--- src/rtl/cpu_pkg.sv ---
// Shared ALU control codes, MIPS opcode/funct fields, ALU error codes and
// issue-controller state encoding.
package cpu_pkg;

    localparam int unsigned XLEN   = 32;
    localparam int unsigned CTRL_W = 5;
    localparam int unsigned REG_W  = 5;

    localparam logic [CTRL_W-1:0] CTRL_ADDI    = 5'd0;
    localparam logic [CTRL_W-1:0] CTRL_ADDIU   = 5'd1;
    localparam logic [CTRL_W-1:0] CTRL_ADD     = 5'd2;
    localparam logic [CTRL_W-1:0] CTRL_SUB     = 5'd3;
    localparam logic [CTRL_W-1:0] CTRL_AND     = 5'd4;
    localparam logic [CTRL_W-1:0] CTRL_OR      = 5'd5;
    localparam logic [CTRL_W-1:0] CTRL_SLT     = 5'd6;
    localparam logic [CTRL_W-1:0] CTRL_SRL     = 5'd7;
    localparam logic [CTRL_W-1:0] CTRL_SLL     = 5'd8;
    localparam logic [CTRL_W-1:0] CTRL_LUI     = 5'd9;
    localparam logic [CTRL_W-1:0] CTRL_SW      = 5'd10;
    localparam logic [CTRL_W-1:0] CTRL_LW      = 5'd11;
    localparam logic [CTRL_W-1:0] CTRL_BEQ     = 5'd12;
    localparam logic [CTRL_W-1:0] CTRL_J       = 5'd13;
    localparam logic [CTRL_W-1:0] CTRL_ILLEGAL = 5'd14;
    localparam logic [CTRL_W-1:0] CTRL_HALT    = 5'd31;

    localparam logic [5:0] OP_RTYPE = 6'h00;
    localparam logic [5:0] OP_J     = 6'h02;
    localparam logic [5:0] OP_BEQ   = 6'h04;
    localparam logic [5:0] OP_ADDI  = 6'h08;
    localparam logic [5:0] OP_ADDIU = 6'h09;
    localparam logic [5:0] OP_LUI   = 6'h0F;
    localparam logic [5:0] OP_LW    = 6'h23;
    localparam logic [5:0] OP_SW    = 6'h2B;

    localparam logic [5:0] FN_SLL = 6'h00;
    localparam logic [5:0] FN_SRL = 6'h02;
    localparam logic [5:0] FN_ADD = 6'h20;
    localparam logic [5:0] FN_SUB = 6'h22;
    localparam logic [5:0] FN_AND = 6'h24;
    localparam logic [5:0] FN_OR  = 6'h25;
    localparam logic [5:0] FN_SLT = 6'h2A;

    localparam logic [1:0] ERR_NONE = 2'd0;
    localparam logic [1:0] ERR_OVF  = 2'd1;
    localparam logic [1:0] ERR_ADDR = 2'd2;
    localparam logic [1:0] ERR_ILL  = 2'd3;

    typedef enum logic [2:0] {
        ST_IDLE   = 3'd0,
        ST_DECODE = 3'd1,
        ST_ISSUE  = 3'd2,
        ST_CHECK  = 3'd3,
        ST_FAULT  = 3'd4,
        ST_HALT   = 3'd5
    } state_e;

endpackage

--- src/rtl/alu_ctrl_decode.sv ---
// Combinational MIPS instruction decode into ALU control code and operands.
module alu_ctrl_decode
    import cpu_pkg::*;
#(
    parameter logic [31:0] HALT_WORD = 32'hFFFF_FFFF
) (
    input  logic [31:0] instr,
    input  logic [31:0] rs_data,
    input  logic [31:0] rt_data,
    output logic [4:0]  ctrl,
    output logic [31:0] num1,
    output logic [31:0] num2
);

    logic [5:0]  opcode;
    logic [5:0]  funct;
    logic [4:0]  shamt;
    logic [15:0] imm;
    logic [31:0] sext;

    assign opcode = instr[31:26];
    assign funct  = instr[5:0];
    assign shamt  = instr[10:6];
    assign imm    = instr[15:0];
    assign sext   = {{16{imm[15]}}, imm};

    // Unknown opcodes and funct codes fall through to the illegal code with zero operands.
    always_comb begin
        ctrl = CTRL_ILLEGAL;
        num1 = '0;
        num2 = '0;
        if (instr == HALT_WORD) begin
            ctrl = CTRL_HALT;
        end else begin
            case (opcode)
                OP_ADDI:  begin ctrl = CTRL_ADDI;  num1 = rs_data; num2 = sext; end
                OP_ADDIU: begin ctrl = CTRL_ADDIU; num1 = rs_data; num2 = sext; end
                OP_LUI:   begin ctrl = CTRL_LUI;   num2 = {16'b0, imm}; end
                OP_SW:    begin ctrl = CTRL_SW;    num1 = rs_data; num2 = sext; end
                OP_LW:    begin ctrl = CTRL_LW;    num1 = rs_data; num2 = sext; end
                OP_BEQ:   begin ctrl = CTRL_BEQ;   num1 = rs_data; num2 = rt_data; end
                OP_J:     begin ctrl = CTRL_J;     num2 = {6'b0, instr[25:0]}; end
                OP_RTYPE: begin
                    case (funct)
                        FN_ADD: begin ctrl = CTRL_ADD; num1 = rs_data; num2 = rt_data; end
                        FN_SUB: begin ctrl = CTRL_SUB; num1 = rs_data; num2 = rt_data; end
                        FN_AND: begin ctrl = CTRL_AND; num1 = rs_data; num2 = rt_data; end
                        FN_OR:  begin ctrl = CTRL_OR;  num1 = rs_data; num2 = rt_data; end
                        FN_SLT: begin ctrl = CTRL_SLT; num1 = rs_data; num2 = rt_data; end
                        FN_SRL: begin ctrl = CTRL_SRL; num1 = {27'b0, shamt}; num2 = rt_data; end
                        FN_SLL: begin ctrl = CTRL_SLL; num1 = {27'b0, shamt}; num2 = rt_data; end
                        default: ;
                    endcase
                end
                default: ;
            endcase
        end
    end

endmodule

--- src/rtl/alu_issue_ctrl.sv ---
// Issue controller: accepts an instruction, drives the ALU for one cycle,
// checks the ALU status and retires, faults or halts.
module alu_issue_ctrl
    import cpu_pkg::*;
#(
    parameter logic [4:0]  IDLE_CTRL = 5'd13,
    parameter logic [31:0] HALT_WORD = 32'hFFFF_FFFF
) (
    input  logic        clk,
    input  logic        rst,
    input  logic        instr_valid,
    output logic        instr_ready,
    input  logic [31:0] instr,
    output logic [4:0]  rs_addr,
    output logic [4:0]  rt_addr,
    input  logic [31:0] rs_data,
    input  logic [31:0] rt_data,
    output logic [4:0]  alu_ctrl,
    output logic [31:0] alu_num1,
    output logic [31:0] alu_num2,
    input  logic        alu_error,
    input  logic [1:0]  alu_error_message,
    input  logic        alu_done,
    output logic        retire,
    output logic [31:0] retire_count,
    output logic        halted,
    output logic        faulted,
    output logic [1:0]  fault_code
);

    state_e      state;
    state_e      state_nxt;
    logic [31:0] instr_q;
    logic [4:0]  dec_ctrl;
    logic [31:0] dec_num1;
    logic [31:0] dec_num2;

    assign rs_addr = instr_q[25:21];
    assign rt_addr = instr_q[20:16];

    alu_ctrl_decode #(
        .HALT_WORD (HALT_WORD)
    ) u_decode (
        .instr   (instr_q),
        .rs_data (rs_data),
        .rt_data (rt_data),
        .ctrl    (dec_ctrl),
        .num1    (dec_num1),
        .num2    (dec_num2)
    );

    always_ff @(posedge clk) begin
        if (!rst) begin
            state <= ST_IDLE;
        end else begin
            state <= state_nxt;
        end
    end

    always_comb begin
        state_nxt = state;
        case (state)
            ST_IDLE:   if (instr_valid && instr_ready) state_nxt = ST_DECODE;
            ST_DECODE: state_nxt = ST_ISSUE;
            ST_ISSUE:  state_nxt = ST_CHECK;
            ST_CHECK: begin
                if (alu_error)      state_nxt = ST_FAULT;
                else if (alu_done)  state_nxt = ST_HALT;
                else                state_nxt = ST_IDLE;
            end
            ST_FAULT:  state_nxt = ST_FAULT;
            ST_HALT:   state_nxt = ST_HALT;
            default:   state_nxt = ST_IDLE;
        endcase
    end

    // Operands are registered at the end of DECODE so the ALU sees them only during ISSUE.
    always_ff @(posedge clk) begin
        if (!rst) begin
            instr_q      <= '0;
            instr_ready  <= 1'b1;
            alu_ctrl     <= IDLE_CTRL;
            alu_num1     <= '0;
            alu_num2     <= '0;
            retire       <= 1'b0;
            retire_count <= '0;
            halted       <= 1'b0;
            faulted      <= 1'b0;
            fault_code   <= ERR_NONE;
        end else begin
            instr_ready <= (state_nxt == ST_IDLE);
            halted      <= (state_nxt == ST_HALT);
            faulted     <= (state_nxt == ST_FAULT);
            retire      <= 1'b0;

            if (state == ST_IDLE && instr_valid && instr_ready) begin
                instr_q <= instr;
            end

            if (state == ST_DECODE) begin
                alu_ctrl <= dec_ctrl;
                alu_num1 <= dec_num1;
                alu_num2 <= dec_num2;
            end else begin
                alu_ctrl <= IDLE_CTRL;
                alu_num1 <= '0;
                alu_num2 <= '0;
            end

            if (state == ST_CHECK) begin
                if (alu_error) begin
                    fault_code <= alu_error_message;
                end else if (!alu_done) begin
                    retire       <= 1'b1;
                    retire_count <= retire_count + 32'd1;
                end
            end
        end
    end

endmodule

--- config.mk ---
export PLATFORM = sky130hd
export DESIGN_NAME = alu_issue_ctrl
export DESIGN_NICKNAME = d
export VERILOG_FILES = /design/src/rtl/cpu_pkg.sv /design/src/rtl/alu_ctrl_decode.sv /design/src/rtl/alu_issue_ctrl.sv
export SDC_FILE = /design/constraint.sdc
export NUM_CORES = 1
export LEC_CHECK = 0
export ABC_CLOCK_PERIOD_IN_PS = 2700
export CORE_UTILIZATION = 45
export CTS_BUF_LIST = sky130_fd_sc_hd__clkbuf_8
export DETAILED_ROUTE_END_ITERATION = 8
export PLACE_DENSITY = 0.85
export SYNTH_ARGS = -nofsm -noshare
export SYNTH_HDL_FRONTEND = slang
export SYNTH_SLANG_ARGS = --single-unit
--- constraint.sdc ---
create_clock -name clk -period 2.7 [get_ports clk]
set_input_delay 0.54 -clock clk [delete_from_list [all_inputs] [get_ports clk]]
set_output_delay 0.54 -clock clk [all_outputs]
set_load 0.1 [all_outputs]
==> metrics.yaml, run 1 <==
status: "complete, no violations"
grt_setup_unrepaired: "false"
finalSetupViolCount: 0
synth_area_per_cell_sq_um: 8.61
dpl.hpwl_um: 11300
grt_usage_pct: 23.3
synth_cell_types: 53
combPwrFrac_pct: 32.9
synth_seq_cells: 142
root_buffer: "clkbuf_8"
worst_pin_slew_ps: 1250
globalRouteOverflowTotal: 0
wl_um: 15400
vias: 5400
grt_pass1_wl_um: 23700
antenna_found_initial: 0
vdd_drop_max_v: 0.000409
cts_hold_buffers: 0
holdCritStartpoint: "instr_q[14]"
io_buffers: 219
fp.dieH_um: 114
syn_area_sq_mm: 0.00563
final_core_util_pct: 65.9
r2r_cells: 5
drv_slew: 0
path_clk_slew_ps: 80
cts_tree: "done"
r2r-start: "instr_q[29]"
hold_path.class: "reg -> reg"
max_cap_violations: 0
drt_iter0_drc: 518
globalplace.congestion: 0.830
worstHoldEndpoint: "instr_q[14]"
ctsResizeCount: 0
swShare_pct: 39.3
syn_inst: 654
numCtsBuffers: 17
synth_top_area_share_pct: 50.5
skew_ps: 12.3
path_class: "reg -> reg"
die_w_um: 114
synthToLayoutAreaGrowth_pct: 41.7
async_flop_share_pct: 0
p_seq_share_pct: 41.5
ff2ff_setup_slack_ps: 320
synth_edf_count: 0
cp-start-kind: "flip-flop"
setup.worst_path.end_class: "flip-flop"
power.leakage_nw: 3.15
synthFlopType: "dfxtp_1"
netlist.top_cell.by_area: "dfxtp_1"
h-tree-depth: 4
fin_crit_sh_pct: 88.0
grt_pass1_vias: 4909
dieArea_sq_mm: 0.0130
clock-sinks: 142
cp.arrival_ps: 2750
rr_endpoint: "alu_num2[12]"
post-route-min-period_ps: 2380
avgViaCountPerCell: 5.22
cp_max_fo: 16
clock_path_buffers: 2
core-area_sq_mm: 0.0121
clkPwrFrac_pct: 25.7
timing.fmax_ghz: 0.421
nNetsFinal: 957
drt_first_pass_iters: 6
cp-startpoint: "instr_q[29]"
route.detailed.drc: 0
power_density_mw_per_mm2: 740
setup_tns_ps: 0
ys_seq_area_share_pct: 50.5
yosys_warnings: 0
hold_depth: 2
io_pins: 220
clock_latency_ps: 440
drive_gt1_share_pct: 20.8
synth_area_leaders: "dfxtp_1 (50%), nand2_1 (7.9%), a21oi_1 (4.9%), nor2_1 (3.7%), and2_1 (3.6%)"
power_switching_mw: 2.32
p_int_mw: 3.58
wire_per_inst_um: 14.9
max_slew_margin_pct: 16.7
rows: 40
syn-num-nets: 758
antenna_left: 0
initial_core_util_pct: 46.5
cp.required_ps: 3070
grt_max_degree: 67
hold_viol_final: 0
postCtsSetupRepairBufs: 0
-- routing by layer --
metal,GRT usage (%),routed length [um],vias up
li1,-,-,2633
met1,27.6,6200,2484
met2,40.1,7680,258
met3,6.43,1240,25
met4,9.44,321,0
met5,0,0,-
-- cells by family after synthesis --
family / after synthesis / synth area share [%]
compound gates: 116 / 12.9
xor+xnor: 23 / 3.58
fa+ha+maj: 1 / 0.222
buf+inv: 63 / 5.00
flops: 142 / 50.5
mux: 5 / 0.933
simple gates: 304 / 26.9
-- power groups by stage --
stage | registers [mW] | clock network, mW | logic [mW]
2_1_floorplan | 2.81 | 0 | 1.08
3_3_place_gp | 2.48 | 0 | 1.89
3_5_place_dp | 2.49 | 0 | 1.93
4_1_cts | 2.45 | 1.53 | 1.94
5_1_grt | 2.47 | 1.63 | 2.08
6_report | 2.45 | 1.52 | 1.94
-- cells in the mapped netlist, drive strengths merged (2+ instances only) --
| master | number |
|---|---|
| nand4 | 12 |
| o21ai | 10 |
| and4 | 2 |
| or4 | 7 |
| xnor2 | 18 |
| and4b | 2 |
| nand3b | 4 |
| a22oi | 21 |
| and2 | 32 |
| mux2 | 2 |
| or3 | 9 |
| nand2 | 118 |
| inv | 11 |
| xor2 | 5 |
| a211oi | 2 |
| a21oi | 55 |
| nand2b | 6 |
| nand3 | 17 |
| nor2 | 56 |
| clkbuf | 36 |
| a31oi | 13 |
| and3b | 4 |
| mux2i | 3 |
| nor4 | 14 |
| nor2b | 2 |
| and3 | 4 |
| nor3 | 12 |
| o31ai | 2 |
| dfxtp | 142 |
| buf | 16 |
| o41ai | 3 |
| a32oi | 2 |
-- worst max path at each step --
stage,endpoint,slack [ps],depth (start not counted)
after CTS,alu_num1[23],380,6
after detailed placement,retire_count[25],150,6
final,alu_num2[12],320,5
after floorplan,retire_count[21],5,6
after global routing,alu_num2[7],110,5
after global placement,retire_count[21],210,6
-- area by class of cell --
type	count	area [sq um]
antenna	1	2.50
clock buffer	21	289
clock inverter	11	67.6
fill	981	4130
inverter	11	41.3
multi-input combinational	449	2520
sequential	142	2850
tap	168	210
timing repair buffer	232	2000
-- cells in the final DEF (no fill, tap or decap), types with 5 or more instances in the layout --
cell             count
nand3_1             17
a22oi_1             21
nor2_1              55
dfxtp_1            134
dfxtp_2              8
or4_1                7
clkdlybuf4s50_1    102
xor2_1               5
xnor2_1             18
a21oi_1             55
inv_1               12
buf_4              130
and2_1              32
clkbuf_8            21
o21ai_0             10
nor4_1              13
nand2_1            118
or3_1                9
nand2b_1             6
a31oi_1             13
nor3_1              12
nand4_1             11
-- state kept, by name, summed over array words and instances (netlist names), 2 cells and up --
register,flops
alu_num1,32
alu_num2,32
fault_code,2
retire_count,32
instr_q,32
alu_ctrl,5
state,3
-- worst max-delay path, stage by stage (launching register included) --
cell     delay, ps
dfxtp_1        600
and4b_1        250
o31ai_1         80
a21oi_1        990
a22oi_1        230
nor2_1         150
-- metrics by stage --
step | hold WS, ps | total power, mW | cell area [sq um] | setup WS, ps | std cells
floorplan | 450 | 3.90 | 5640 | 4.95 | 654
global placement | 460 | 4.38 | 7620 | 206 | 1002
detailed placement | 466 | 4.43 | 7620 | 153 | 1002
CTS | 477 | 5.92 | 7980 | 376 | 1034
global route | 505 | 6.19 | 7980 | 109 | 1034
finish | 480 | 5.91 | 7980 | 324 | 1035
Power figures use the tool's default switching activity.
==> run 2: changes to the inputs <==
--- a/config.mk
+++ b/config.mk
@@ -9,7 +9,8 @@
 export CORE_UTILIZATION = 45
 export CTS_BUF_LIST = sky130_fd_sc_hd__clkbuf_8
 export DETAILED_ROUTE_END_ITERATION = 8
-export PLACE_DENSITY = 0.85
+export PLACE_DENSITY_LB_ADDON = 0.2
+export SETUP_SLACK_MARGIN = 0.02
 export SYNTH_ARGS = -nofsm -noshare
 export SYNTH_HDL_FRONTEND = slang
 export SYNTH_SLANG_ARGS = --single-unit
==> run 2 against run 1 <==
Effect of this change: worst setup slack gained 2.4 ps; design area rose by 0.74%; non-clock buffer count is 2 lower; sequential power about the same; critical path type unchanged; highest routed layer unchanged.
==> metrics.yaml, run 2 (synthesis results as in run 1) <==
status: "complete, no violations"
hold_ws_ps: 481
dpl_cell_area_sq_mm: 0.00761
globalRouteOverflowTotal: 0
hold_viol_final: 0
dieArea_sq_mm: 0.0130
io_buffers: 219
clock-sinks: 142
postCtsSetupRepairBufs: 0
dr_wl_met3_um: 1040
antenna_found_initial: 0
rows: 40
fill_cells: 1011
cts_tree: "done"
ctsResizeCount: 0
setup.worst_path.end_class: "flip-flop"
wl_met2_um: 7450
grt_max_degree: 67
cp.required_ps: 3060
layout_setup_ws_ps: 327
die_w_um: 114
wl_um: 14800
drt-met1-wl_um: 6150
drt_iter0_drc: 338
grt_usage_pct: 22.8
nNetsFinal: 955
drt_first_pass_iters: 4
power.leakage_nw: 3.17
grt_pass1_vias: 4939
clock_latency_ps: 440
cp_max_fo: 16
worst_pin_slew_ps: 1200
fp.dieH_um: 114
hold_path.class: "reg -> reg"
h-tree-depth: 4
numCtsBuffers: 17
cts_hold_buffers: 0
r2r-start: "instr_q[29]"
route.detailed.drc: 0
grt_setup_unrepaired: "false"
wire_per_inst_um: 14.3
dpl.hpwl_um: 10700
diodes: 0
globalplace.congestion: 0.820
grt_pass1_wl_um: 23300
r2r_cells: 5
setup_tns_ps: 0
antenna_left: 0
clock_path_buffers: 2
avgViaCountPerCell: 5.04
ff2ff_setup_slack_ps: 330
initial_core_util_pct: 46.5
vias: 5199
dp_slack_ps: 135
slowest_delay_ps: 950
path_class: "reg -> reg"
holdCritStartpoint: "instr_q[14]"
max_slew_margin_pct: 20.3
max_cap_violations: 0
drv_slew: 0
core-area_sq_mm: 0.0121
stdcell_area_sq_mm: 0.00804
post-route-min-period_ps: 2370
cp.arrival_ps: 2730
timing.fmax_ghz: 0.421
io_pins: 220
skew_ps: 11.4
drive_gt1_share_pct: 20.6
path_clk_slew_ps: 70
cp_slowest_cell: "a21oi_1"
vdd_drop_max_v: 0.000389
cp-start-kind: "flip-flop"
rr_endpoint: "alu_num2[7]"
final_cell_mix: "dfxtp_1 (133), buf_4 (128), nand2_1 (118), clkdlybuf4s50_1 (102)"
synthToLayoutAreaGrowth_pct: 42.8
layout_commonest_cell: "dfxtp_1"
maxUsedRoutingLayer: "met4"
path_cells: "and4b_1, o31ai_1, a21oi_1, a22oi_1, nor2_1"
hold_depth: 2
root_buffer: "clkbuf_8"
fin_crit_sh_pct: 87.9
worstHoldEndpoint: "instr_q[14]"
finalSetupViolCount: 0
final_core_util_pct: 66.4
power_density_mw_per_mm2: 768
run 2: changes by cell type in the layout (fill, tap and decap cells not counted):
cell	before	now
buf_4	130	128
bufinv_16	0	4
clkbuf_8	21	19
clkinv_2	4	2
clkinv_4	1	2
clkinvlp_4	3	2
dfxtp_1	134	133
dfxtp_2	8	9
diode_2	1	0
inv_6	1	0
run 2: how the worst max path moves through the flow:
stage	from	endpoint	depth (start not counted)
5_1_grt	instr_q[28]	alu_num2[7]	5
6_report	instr_q[29]	alu_num2[7]	5
2_1_floorplan	retire_count[11]	retire_count[21]	6
3_3_place_gp	alu_error	retire_count[20]	6
4_1_cts	instr_q[29]	alu_num2[7]	5
3_5_place_dp	alu_error	retire_count[20]	6
run 2: where the power goes:
group	switching (mW)	internal [mW]	leakage, nW	total [mW]
Clock	0.776	1.04	0.220	1.82
Combinational	1.31	0.597	1.80	1.91
Sequential	0.194	2.25	1.15	2.45
run 2: stage by stage:
| stage | power (mW) | cells |
|---|---|---|
| 2_1_floorplan | 3.90 | 654 |
| 3_3_place_gp | 4.37 | 1000 |
| 3_5_place_dp | 4.41 | 1000 |
| 4_1_cts | 6.22 | 1031 |
| 5_1_grt | 6.48 | 1031 |
| 6_report | 6.17 | 1031 |
run 2: cell type report:
class | count | area [sq um] | share of cell area [%]
timing repair buffer | 230 | 1980 | 24.7
inverter | 11 | 41.3 | 0.514
tap | 168 | 210 | 2.61
sequential | 142 | 2850 | 35.5
multi-input combinational | 449 | 2520 | 31.3
clock inverter | 12 | 170 | 2.12
clock buffer | 19 | 262 | 3.25
run 2: critical path, delay by kind of cell, from the launching register on:
| family | cells | cell delay, ps |
|---|---|---|
| simple gates | 2 | 430 |
| flops | 1 | 610 |
| compound gates | 3 | 1260 |
run 2: layer usage:
layer	global-route usage, %	vias to the layer above
li1	-	2622
met1	26.2	2394
met2	40.3	171
met3	7.39	12
met4	6.84	0
met5	0	-
==> patch, RTL diff (config.mk and constraints of run 2) <==
Reset style: asynchronous (`rst`), changed in 2 clocked blocks.
--- a/src/rtl/alu_issue_ctrl.sv
+++ b/src/rtl/alu_issue_ctrl.sv
@@ -49,7 +49,7 @@
         .num2    (dec_num2)
     );
 
-    always_ff @(posedge clk) begin
+    always_ff @(posedge clk or negedge rst) begin
         if (!rst) begin
             state <= ST_IDLE;
         end else begin
@@ -75,7 +75,7 @@
     end
 
     // Operands are registered at the end of DECODE so the ALU sees them only during ISSUE.
-    always_ff @(posedge clk) begin
+    always_ff @(posedge clk or negedge rst) begin
         if (!rst) begin
             instr_q      <= '0;
             instr_ready  <= 1'b1;
Formal check against the unedited RTL: differs if rst is asserted again (counterexample within 4 cycles, from zero or initial values and one cycle with rst low); with rst held inactive, the same outputs for 4 cycles.
==> patch against run 2 <==
  * Synthesized area rose by 5.4%
  * Via count is 10% lower
  * Worst hold slack worse by 440 ps
  * Routed wire length is 5.6% higher
  * Critical endpoint is now alu_num1[23]
  * Sequential cell count stayed put
  * Count of clock-buffer cells in the layout is 1 higher
  * Clock power up 3%
  * Critical path type unchanged
  * Total power increased by 32%
  * Cell area up 5.3%
  * Sequential share of layout area grew 6.6 points
  * Highest routed layer unchanged
  * Combinational power rose by 72%
  * Non-clock buffer count grew 9
  * Worst setup slack got worse by 88 ps
==> patch: results (changes against run 2) <==
Global route
  • First-pass GRT wire length: 23,900 um (was 23,300 um)
  • GRT Util Overall: 23.6% (was 22.8%)
  • Vias in the first global route: 4,610 (was 4,939)

Place
  • Inst Count DP: 861 (was 1,000)
  • Final Wtd Congestion: 0.857 (was 0.820)
  • Placed Area: 8020 um2 (was 7610 um2)
  • Setup WS pre-CTS: 58.5 ps (was 135 ps)

Logic synthesis
  • Mapped Nets: 591 (was 758)
  • Ys async rst share: 100% (was 0%)
  • Mean Syn Cell Area: 12.2 um2 (was 8.61 um2)
  • Area contributors post-synth: dfrtp_1, mux2_2, xnor2_1 (was dfxtp_1, nand2_1, a21oi_1)
  • Synth cell count leaders: dfrtp_1, nor2_1, mux2_2 (was dfxtp_1, nand2_1, a21oi_1, nor2_1, clkbuf_1)
  • Distinct cells, synth: 57 (was 53)
  • Sequential fraction of the synthesis area: 60.0% (was 50.5%)

Finish
  • Share of cells above drive strength 1: 30.7% (was 20.6%)
  • Clock-cell share of area: 5.19% (was 5.37%)
  • Layout non-clock buf frac: 24.5% (was 24.7%)
  • Bufs w/o clock: 239 (was 230)

Min path
  • Hold WC Path Type: in -> async (was reg -> reg)

Drt
  • Vias per std cell: 5.25 (was 5.04)

Setup path
  • CP max FO: 27 (was 16)
  • Crit-path leading delay family: simple AND/OR/NAND/NOR gates (was compound AO/OA/AOI/OAI gates)

Power
  • Max IR drop VDD: 0.858 mV (was 0.389 mV)
  • Pleak: 3.86 nW (was 3.17 nW)

Status
  • Outcome: finished, final reports clean (unchanged)

STA
  • Clock Skews: 20.4 ps (was 11.4 ps)

Die
  • Die span in x: 117 um (was 114 um)
-- patch: cell types whose count changed after synthesis, moves of 24 or more --
| cell | before | now |
|---|---|---|
| dfxtp_1 | 142 | 0 |
| dfrtp_1 | 0 | 138 |
| nand2_1 | 118 | 17 |
| a21oi_1 | 55 | 7 |
| mux2_2 | 2 | 34 |
| clkbuf_1 | 35 | 11 |
-- patch: worst paths after layout --
check / depth (start not counted) / start / to
max in group asynchronous: 2 / rst / alu_num2[20]
min: 1 / rst / retire_count[26]
min reg2reg: 1 / retire_count[31] / retire_count[31]
min in group clk: 1 / retire_count[31] / retire_count[31]
max: 5 / instr_q[28] / alu_num1[23]
max reg2reg: 5 / instr_q[28] / alu_num1[23]
-- patch: layer usage --
layer	vias to the layer above	wire length (um)	track usage (%)
met5	-	0	0
met4	0	386	11.3
met3	28	1130	6.23
met2	192	7660	38.5
met1	2293	6420	29.4
li1	2168	-	-
-- patch: cells by family after synthesis --
group	Yosys count	synth area share, %
compound gates	63	8.43
xor+xnor	32	4.72
fa+ha+maj	1	0.211
buf+inv	40	3.84
flops	142	60.0
mux	36	6.79
simple gates	173	16.0
-- patch: worst register-to-register path, delay by kind of cell (launching register included) --
kind	cells	cell delay, ps
AO/OA/AOI/OAI	1	210
flip-flops	1	500
AND/OR/NAND/NOR	4	1700
-- patch: power breakdown --
| part | internal (mW) | switching (mW) | leakage [nW] |
|---|---|---|---|
| registers | 2.52 | 0.471 | 1.89 |
| logic | 1.04 | 2.25 | 1.75 |
| clock network | 1.07 | 0.795 | 0.226 |
| total | 4.64 | 3.52 | 3.86 |
-- patch: metrics by stage --
step	hold slack, ps	utilization [%]
after floorplan	244	-
after global placement	473	63.1
after detailed placement	468	63.1
after CTS	62.8	66.5
after global routing	79.7	66.5
final	40.3	66.5
